[src/rtl/wb_ctrl_pkg.sv]
// Shared processor definitions for the writeback controller: register count,
// field widths, write-lane encodings and the result record held in the load buffer.
package wb_ctrl_pkg;

  localparam int NUM_REGS = 32;
  localparam int ADDR_W   = 6;
  localparam int PPP_W    = 3;
  localparam int DATA_W   = 64;
  localparam int REQ_W    = ADDR_W + PPP_W + DATA_W;

  typedef enum logic [PPP_W-1:0] {
    PPP_FULL  = 3'b000,
    PPP_UPPER = 3'b001,
    PPP_LOWER = 3'b010,
    PPP_EVEN  = 3'b011,
    PPP_ODD   = 3'b100
  } ppp_e;

  typedef struct packed {
    logic [0:ADDR_W-1] addr;
    logic [0:PPP_W-1]  ppp;
    logic [0:DATA_W-1] data;
  } wb_req_t;

  function automatic logic ppp_legal(input logic [0:PPP_W-1] p);
    return p <= PPP_ODD;
  endfunction

endpackage

[src/rtl/wb_fifo.sv]
// Circular load-result buffer: arrival order preserved, pointers wrap at DEPTH.
module wb_fifo
  import wb_ctrl_pkg::*;
#(
  parameter int DEPTH = 2,
  parameter int CNT_W = $clog2(DEPTH + 1)
) (
  input  logic             clk,
  input  logic             rst,
  input  logic             push,
  input  logic [REQ_W-1:0] din,
  input  logic             pop,
  output logic [REQ_W-1:0] dout,
  output logic             full,
  output logic             empty,
  output logic [CNT_W-1:0] count
);

  localparam int PTR_W = (DEPTH > 1) ? $clog2(DEPTH) : 1;

  logic [REQ_W-1:0] mem [DEPTH];
  logic [PTR_W-1:0] rd_ptr;
  logic [PTR_W-1:0] wr_ptr;
  logic             do_push;
  logic             do_pop;

  function automatic logic [PTR_W-1:0] ptr_inc(input logic [PTR_W-1:0] p);
    return (p == PTR_W'(DEPTH - 1)) ? '0 : p + PTR_W'(1);
  endfunction

  assign full    = (count == CNT_W'(DEPTH));
  assign empty   = (count == '0);
  assign do_push = push && !full;
  assign do_pop  = pop && !empty;
  assign dout    = mem[rd_ptr];

  always_ff @(posedge clk) begin
    if (rst) begin
      rd_ptr <= '0;
      wr_ptr <= '0;
      count  <= '0;
    end else begin
      if (do_push) wr_ptr <= ptr_inc(wr_ptr);
      if (do_pop)  rd_ptr <= ptr_inc(rd_ptr);
      case ({do_push, do_pop})
        2'b10:   count <= count + CNT_W'(1);
        2'b01:   count <= count - CNT_W'(1);
        default: count <= count;
      endcase
    end
  end

  // Storage carries no reset; only the pointers and count define validity.
  always_ff @(posedge clk) begin
    if (do_push) mem[wr_ptr] <= din;
  end

endmodule

[src/rtl/wb_ctrl.sv]
// Writeback controller: arbitrates ALU results, buffered loads and load bypass
// onto one registered register-file write port, and tracks pending destinations.
module wb_ctrl
  import wb_ctrl_pkg::*;
#(
  parameter int BUF_DEPTH = 2,
  parameter int NREG      = NUM_REGS
) (
  input  logic              clk,
  input  logic              rst,
  input  logic              alu_valid,
  input  logic [0:ADDR_W-1] alu_addr,
  input  logic [0:PPP_W-1]  alu_ppp,
  input  logic [0:DATA_W-1] alu_data,
  input  logic              mem_valid,
  input  logic [0:ADDR_W-1] mem_addr,
  input  logic [0:PPP_W-1]  mem_ppp,
  input  logic [0:DATA_W-1] mem_data,
  output logic              mem_ready,
  input  logic              issue_en,
  input  logic [0:ADDR_W-1] issue_addr,
  input  logic [0:ADDR_W-1] chk_a,
  input  logic [0:ADDR_W-1] chk_b,
  output logic              busy_a,
  output logic              busy_b,
  output logic              rf_wr_en,
  output logic [0:PPP_W-1]  rf_ppp,
  output logic [0:ADDR_W-1] rf_in_addr,
  output logic [0:DATA_W-1] rf_in_data,
  output logic              err
);

  localparam int CNT_W = $clog2(BUF_DEPTH + 1);

  wb_req_t          alu_req;
  wb_req_t          mem_req;
  wb_req_t          head_req;
  wb_req_t          sel_req_p0;
  logic             sel_vld_p0;
  logic             err_p0;
  logic             alu_ok;
  logic             mem_ok;
  logic             sel_head;
  logic             sel_byp;
  logic             fifo_push;
  logic [REQ_W-1:0] fifo_dout;
  logic             fifo_full;
  logic             fifo_empty;
  logic [CNT_W-1:0] fifo_count;
  logic [NREG-1:0]  pending;

  // Address 0 is a silent no-op; out-of-range addresses and lane codes are errors.
  function automatic logic is_legal(input logic [0:ADDR_W-1] a, input logic [0:PPP_W-1] p);
    return (a != '0) && (a < ADDR_W'(NREG)) && ppp_legal(p);
  endfunction

  function automatic logic is_bad(input logic [0:ADDR_W-1] a, input logic [0:PPP_W-1] p);
    return (a != '0) && ((a >= ADDR_W'(NREG)) || !ppp_legal(p));
  endfunction

  function automatic logic busy_of(input logic [0:ADDR_W-1] c, input logic [NREG-1:0] pend,
                                   input logic wr, input logic [0:ADDR_W-1] wa);
    logic b;
    b = 1'b0;
    for (int i = 1; i < NREG; i++)
      if (c == ADDR_W'(i)) b = pend[i];
    if (wr && (wa == c)) b = 1'b1;
    if (c == '0) b = 1'b0;
    return b;
  endfunction

  assign alu_req   = {alu_addr, alu_ppp, alu_data};
  assign mem_req   = {mem_addr, mem_ppp, mem_data};
  assign head_req  = fifo_dout;
  assign mem_ready = (fifo_count < CNT_W'(BUF_DEPTH));

  // Stage p0: pick one write for this cycle.
  always_comb begin
    alu_ok     = alu_valid && is_legal(alu_addr, alu_ppp);
    mem_ok     = mem_valid && mem_ready && is_legal(mem_addr, mem_ppp);
    sel_head   = !alu_ok && !fifo_empty;
    sel_byp    = !alu_ok && fifo_empty && mem_ok;
    fifo_push  = mem_ok && !sel_byp && !fifo_full;
    sel_vld_p0 = alu_ok || sel_head || sel_byp;
    err_p0     = (alu_valid && is_bad(alu_addr, alu_ppp))
               || (mem_valid && !mem_ready)
               || (mem_valid && mem_ready && is_bad(mem_addr, mem_ppp));
    sel_req_p0 = alu_req;
    if (sel_head)     sel_req_p0 = head_req;
    else if (sel_byp) sel_req_p0 = mem_req;
  end

  wb_fifo #(
    .DEPTH (BUF_DEPTH),
    .CNT_W (CNT_W)
  ) u_fifo (
    .clk   (clk),
    .rst   (rst),
    .push  (fifo_push),
    .din   (mem_req),
    .pop   (sel_head),
    .dout  (fifo_dout),
    .full  (fifo_full),
    .empty (fifo_empty),
    .count (fifo_count)
  );

  // Stage p1: registered register-file port; lanes/address/data hold when idle.
  always_ff @(posedge clk) begin
    if (rst) begin
      rf_wr_en   <= 1'b0;
      rf_ppp     <= '0;
      rf_in_addr <= '0;
      rf_in_data <= '0;
      err        <= 1'b0;
    end else begin
      rf_wr_en <= sel_vld_p0;
      err      <= err_p0;
      if (sel_vld_p0) begin
        rf_ppp     <= sel_req_p0.ppp;
        rf_in_addr <= sel_req_p0.addr;
        rf_in_data <= sel_req_p0.data;
      end
    end
  end

  // Issue beats a simultaneous writeback clear to the same register.
  always_ff @(posedge clk) begin
    if (rst) begin
      pending <= '0;
    end else begin
      pending[0] <= 1'b0;
      for (int i = 1; i < NREG; i++) begin
        if (issue_en && (issue_addr == ADDR_W'(i)))
          pending[i] <= 1'b1;
        else if (rf_wr_en && (rf_in_addr == ADDR_W'(i)))
          pending[i] <= 1'b0;
      end
    end
  end

  assign busy_a = busy_of(chk_a, pending, rf_wr_en, rf_in_addr);
  assign busy_b = busy_of(chk_b, pending, rf_wr_en, rf_in_addr);

endmodule

[config.mk]
export PLATFORM = sky130hd
export DESIGN_NAME = wb_ctrl
export DESIGN_NICKNAME = d
export VERILOG_FILES = /design/src/rtl/wb_ctrl_pkg.sv /design/src/rtl/wb_fifo.sv /design/src/rtl/wb_ctrl.sv
export SDC_FILE = /design/constraint.sdc
export NUM_CORES = 1
export LEC_CHECK = 0
export ABC_AREA = 1
export CAP_MARGIN = 0
export CORE_MARGIN = 8
export CORE_UTILIZATION = 47
export DETAILED_ROUTE_END_ITERATION = 6
export PLACE_DENSITY = 0.82
export SYNTH_ARGS = -nofsm -noshare
export SYNTH_HDL_FRONTEND = slang
export SYNTH_HIERARCHICAL = 1
export SYNTH_SLANG_ARGS = --single-unit
[constraint.sdc]
create_clock -name clk -period 6.2 [get_ports clk]
set_clock_uncertainty 0.1 [all_clocks]
set_input_delay 1.86 -clock clk [delete_from_list [all_inputs] [get_ports clk]]
set_output_delay 1.86 -clock clk [all_outputs]
set_load 0.02 [all_outputs]
==> Word-level counts from Yosys, hierarchy flattened <==
Memories as Yosys holds them, arrays and structs flattened. A register that Yosys moved wholly into a read port is not among the register bits.
Index checks and enable logic that the tools add are counted.
{ "word_totals": {"register_bits": 110, "latchBits": 0, "ramBits": 146, "rom_bits": 0, "input_bits": 169, "out_inout_bits": 78, "elab_cells": 450, "memories": 1} }
{ "classes": {"addsub": 4, "n_mul": 0, "div_mod_pow": 0, "n_lt_le_gt_ge": 7, "n_eq_ne": 129, "n_shift": 0, "muxes": 137, "n_bitwise": 0, "n_reduce_logical": 133} }
{ "memory_table": {"columns": ["name", "words", "word_bits", "rd", "rd_clocked_by_memory_dff", "write_ports", "line_no", "source"], "rows": [
  ["u_fifo.mem", 2, 73, 1, 1, 1, "wb_fifo.sv:21", "logic [REQ_W-1:0] mem [DEPTH];"]
]} }
{ "ops": {"columns": ["op", "n"], "rows": [
  ["6-bit by 5-bit == test with 1-bit output, second input constant", 64],
  ["6-bit by 4-bit == test with 1-bit output, second input constant", 32],
  ["73-bit two-way mux", 2],
  ["1-bit two-way mux", 134],
  ["6-bit by 3-bit == test with 1-bit output, second input constant", 16],
  ["1-bit logical AND", 83],
  ["2-bit nonzero test", 32],
  ["6-bit by 2-bit == test with 1-bit output, second input constant", 8],
  ["6-bit by 1-bit == test with 1-bit output, second input constant", 4],
  ["6-bit == test", 2],
  ["6-bit greater-or-equal comparator, second input constant", 2],
  ["6-bit logical NOT", 2],
  ["6-bit less-than comparator, second input constant", 2],
  ["6-bit nonzero test", 2],
  ["1-bit logical NOT", 7],
  ["3-bit less-or-equal comparator, second input constant", 2],
  ["1-bit logical OR", 6],
  ["2-bit == test, second input constant", 2],
  ["2-bit case mux with 2 select lines", 1],
  ["1-bit adder, second input constant", 2],
  ["2-bit by 1-bit adder with 2-bit output, second input constant", 1],
  ["2-bit by 1-bit == test with 1-bit output, second input constant", 1],
  ["2-bit logical NOT", 1],
  ["2-bit less-than comparator, second input constant", 1],
  ["2-bit by 1-bit subtractor with 2-bit output, second input constant", 1]
]} }

==> Logic depth before layout (Yosys ltp) <==
{ "depth": {"ltp_word": 34, "ltp_mapped": 23, "depth_no_buf": 23} }

==> Hierarchy <==
The synthesis kept the hierarchy.
{ "modules_own_cells": {"columns": ["module", "instances", "cells_per_inst", "area_per_inst_um2", "seq_area_each_um2"], "rows": [
  ["wb_ctrl", 1, 1039, 6316.1, 2122.0],
  ["wb_fifo", 1, 267, 5865.6, 4484.3]
]} }

==> Worst setup path after synthesis <==
Ideal clock, no wire load.
{ "synth_timing": {"kind": "input -> register", "start": "in mem_ppp[1] in the netlist's numbering", "end": "mem u_fifo/mem[0][0] in the netlist's numbering, enable pin", "setup_ns": 0.504, "arrival_ns": 5.949, "required_ns": 5.596, "slack_ns": -0.353, "path_stages": 9, "path_buffers": 0, "path_cell_list": "o21ai_1 nand3_1 nor3_1 nand2_1 nor2_1 inv_1 nor2_1 inv_1 nor2_1"} }
{ "synth_between": {"elab_chain_cells": 10} }
{ "synth_lines": {"columns": ["element", "line_no", "source"], "rows": [
  ["start, declared", "wb_ctrl.sv:17", "input logic [0:PPP_W-1] mem_ppp,"],
  ["3-bit less-or-equal comparator (*)", "wb_ctrl_pkg.sv:26", "return p <= PPP_ODD;"],
  ["1-bit logical AND (*)", "wb_ctrl.sv:54", "return (a != '0) && (a < ADDR_W'(NREG)) && ppp_legal(p);"],
  ["1-bit logical AND (*)", "wb_ctrl.sv:80", "mem_ok = mem_valid && mem_ready && is_legal(mem_addr, mem_ppp);"],
  ["1-bit logical AND", "wb_ctrl.sv:82", "sel_byp = !alu_ok && fifo_empty && mem_ok;"],
  ["1-bit logical NOT", "wb_ctrl.sv:83", "fifo_push = mem_ok && !sel_byp && !fifo_full;"],
  ["1-bit logical AND (*) (2 in a row)", "wb_ctrl.sv:83", null],
  ["via fifo_push", "wb_ctrl.sv:45", "logic fifo_push;"],
  ["1-bit logical AND (*)", "wb_fifo.sv:33", "assign do_push = push && !full;"],
  ["1-bit two-way mux (*)", "wb_fifo.sv:55", "if (do_push) mem[wr_ptr] <= din;"],
  ["1-bit two-way mux (implied by the code) (*)", "wb_fifo.sv:55", null],
  ["end, declared", "wb_fifo.sv:21", null]
]} }
The timed path passes the listed nets; every way through them passes the cells marked *.

==> Worst setup path after layout <==
{ "layout_timing": {"start": "in chk_a[0] in the netlist's numbering", "end": "out busy_a"} }
{ "layout_between": {"elab_chain_cells": 34, "word_cells_on_any_way": 67, "cone_classes": "32 x eq/ne; 33 x mux; 2 x reduce/logical"} }
{ "layout_lines": {"columns": ["element", "line_no", "source"], "rows": [
  ["start, declared", "wb_ctrl.sv:22", "input logic [0:ADDR_W-1] chk_a,"],
  ["6-bit by 1-bit == test with 1-bit output", "wb_ctrl.sv:66", "if (c == ADDR_W'(i)) b = pend[i];"],
  ["1-bit two-way mux (31 in a row)", "wb_ctrl.sv:66", null],
  ["1-bit two-way mux", "wb_ctrl.sv:67", "if (wr && (wa == c)) b = 1'b1;"],
  ["1-bit two-way mux (*)", "wb_ctrl.sv:68", "if (c == '0) b = 1'b0;"],
  ["end, declared", "wb_ctrl.sv:24", "output logic busy_a,"]
]} }
Mark *: on every way between the ends. The rest lies on a longest branch, timed or not.

==> metrics <==
Cell Area, Placed 15100 um^2; P&R area growth vs syn 32.0%; Multi-input gate area 4930 um^2; Critical Path End Type output pin; # fillers 2083; grt ovf 0; Syn Inst Count 1306; #FFs+latches synth 257; Worst EP required 4.24 ns; crit start category input pin; hold_buf cts 0; CTS tree done; most common cell in the netlist nand2_1; Cell variety after synth 40; CTS Buf Count 27; CTS H-tree lvls 1; Max IR drop VDD 229 uV; Cell Rows 59; Arrival @ worst endpoint 3.96 ns; final period utilization 95.5%; Slew Limit Headroom 23.4%; Die Area 31300 um^2; post-DP HPWL 26500 um; Final Max Slew Viols 0; Vias/cell 5.62; clk_lat worst skew 0.55 ns; initial core utilization 47.3%; Die Span X 177 um; Post-CTS Setup Repair Bufs 0; warning count from the yosys run 6; final setup TNS 0 ns; syn_area_per_cell 9.33 um^2; Final nets 1741; die height 177 um; fin util 62.4%; commonest cells in the netlist nand2_1 (305), edfxtp_1 (146), nand3_1 (115); number of hold violations in the final report 0; drt pass-1 iters 5; Hold WC Path Type reg2reg; I/O pin count 247; first-pass GRT wire length 60600 um; Worst-Margin Slew 1.14 ns; wire per inst 20.2 um; highest clock rate 169 MHz; Synth async-reset ratio 0%; power density cells 259 nW/um^2; overall routing resource usage 24.3%; Max Cap Violations 0; Top FF cell, synth edfxtp_1; clock slew at reported path FFs 0.06 ns; layout cell share with drive strength beyond 1 13.6%; run status finished clean; Crit Path Max Fanout 5; Post-synth EDFFs 146; Design Area, Final 16100 um^2; final-report setup violation count 0; initial antenna violation count 4; largest net degree at the start of global routing 72; fraction of the yosys area taken by sequential cells 54.2%; post-route minimum period 5.92 ns; Reg area 6610 um^2; Via Count 10800; share of the synthesized area in the top cell type 36.0%; Area contributors post-synth edfxtp_1 (36%), dfxtp_1 (18%), nand2_1 (9.4%); total power 4.16 mW; classification of the worst setup path in2out; Pleak 6.11 nW; antenna-violating nets left 0; CTS root buffer clkbuf_16; CTS sink count 257; core area 25800 um^2; # DRC 0; Post-Route WL 39000 um; area leader, netlist edfxtp_1; Longest Clk Path Bufs 3; RSZ-0062 raised after global routing no; GPL Wtd Cong 0.974; DRT iter0 DRCs 969; Cell Area, Synth 12200 um^2; I/O Buffers 246; vias in the first global route 11000; Mapped Nets 1476
## layer usage
| metal | vias up | routed length (um) | GRT usage, % | share of wire [%] |
|---|---|---|---|---|
| li1 | 5062 | - | - | - |
| met1 | 5182 | 15700 | 30.4 | 40 |
| met2 | 493 | 18500 | 40.3 | 47 |
| met3 | 100 | 3400 | 5.29 | 8.7 |
| met4 | 2 | 1340 | 9.60 | 3.4 |
| met5 | - | 13 | 0 | 0.033 |
## layout make-up
type	count	share of cell area, %
Clock inverter	17	1.40
Multi-Input combinational cell	901	30.6
Timing Repair Buffer	305	17.9
Tap cell	335	2.61
Inverter	79	1.85
Sequential cell	257	41.1
Clock buffer	33	4.40
Antenna cell	3	0.0467
## path summary, 6_finish.rpt
check / from / to / slack (ns) / cells past startpoint
worst max register to register: u_fifo/count[1] / u_fifo/mem[1][2] / 3.05 / 10
worst min-delay path: pending[3] / pending[3] / 0.36 / 2
worst max-delay path: chk_a[0] / busy_a / 0.28 / 21
worst min register to register: pending[3] / pending[3] / 0.36 / 2
## cells by family (layout without fill, tap and decap cells)
logic type               count (synthesis)  in the layout  synth area share, %
buffers and inverters                  148            434                 5.77
AND/OR/NAND/NOR                        568            568                 19.8
other                                    0              3                    0
multiplexers                            73             73                 8.91
adder cells (fa/ha/maj)                  1              1                0.103
AO/OA/AOI/OAI                          258            258                 11.1
flip-flops                             257            257                 54.2
XOR/XNOR                                 1              1               0.0719
## stage by stage
step	hold WS, ns	worst slack [ns]	cells
2_1_floorplan	0.339	0.733	1306
3_3_place_gp	0.349	-0.413	1877
3_5_place_dp	0.353	-0.391	1877
4_1_cts	0.363	0.0107	1927
5_1_grt	0.384	0.00913	1930
6_report	0.360	0.280	1930
## where the power goes
part	total [mW]	internal, mW	switching, mW
registers	1.88	1.85	0.0338
clock network	1.71	1.02	0.686
logic	0.564	0.254	0.310
total	4.16	3.13	1.03
## worst max-delay path, stage by stage
cell	delay, ns
clkdlybuf4s50_1	0.51
nor2_2	0.06
inv_2	0.10
nor2_1	0.07
a21oi_1	0.12
nand4_1	0.10
nand2_1	0.07
nand4_1	0.07
nand2_1	0.07
nand4_1	0.06
nor2_1	0.10
nand4_1	0.08
nand2_1	0.06
nand4_1	0.07
nand2_1	0.07
nand3_1	0.06
nand2_1	0.06
nand4_1	0.07
nand2_1	0.10
inv_1	0.05
clkbuf_2	0.15
## registers in the layout, indices dropped and copies added, names as in the netlist, named ones only
| register | cells |
|---|---|
| err | 1 |
| pending | 31 |
| rf_in_addr | 6 |
| rf_in_data | 64 |
| rf_ppp | 3 |
| rf_wr_en | 1 |
| u_fifo/count | 2 |
| u_fifo/mem | 146 |
| u_fifo/rd_ptr | 1 |
| u_fifo/wr_ptr | 1 |
## placed cells by master (no fill, tap or decap), types with 2 or more instances in the layout
cell | synthesis | layout
nand2_1 | 305 | 302
clkdlybuf4s50_1 | 0 | 236
edfxtp_1 | 146 | 146
nand3_1 | 115 | 115
dfxtp_1 | 111 | 110
o21ai_1 | 98 | 98
nor2_1 | 94 | 89
a21oi_1 | 85 | 85
mux2_4 | 70 | 70
inv_1 | 72 | 68
buf_4 | 0 | 59
o21ai_0 | 51 | 51
nand4_1 | 28 | 28
clkbuf_16 | 0 | 27
inv_2 | 6 | 10
clkinv_2 | 0 | 9
o22ai_1 | 8 | 8
nor3_1 | 10 | 7
clkbuf_2 | 0 | 6
o2111ai_1 | 5 | 5
clkbuf_1 | 46 | 5
bufinv_16 | 0 | 5
nand2_2 | 2 | 4
o211ai_1 | 4 | 4
nor2_2 | 1 | 4
nor2_4 | 2 | 4
diode_2 | 0 | 3
nor3_2 | 0 | 3
or2_2 | 3 | 3
mux2_2 | 3 | 3
or4_1 | 2 | 2
o31ai_1 | 2 | 2
a31oi_1 | 2 | 2
clkinv_1 | 1 | 2
dlymetal6s2s_1 | 0 | 2
## timing repair
action,CTS,global route
pin swaps,0,4
resized for setup,11,29
setup endpoints to repair,2,2
hold endpoints to repair,0,0
Power figures use the tool's default switching activity.
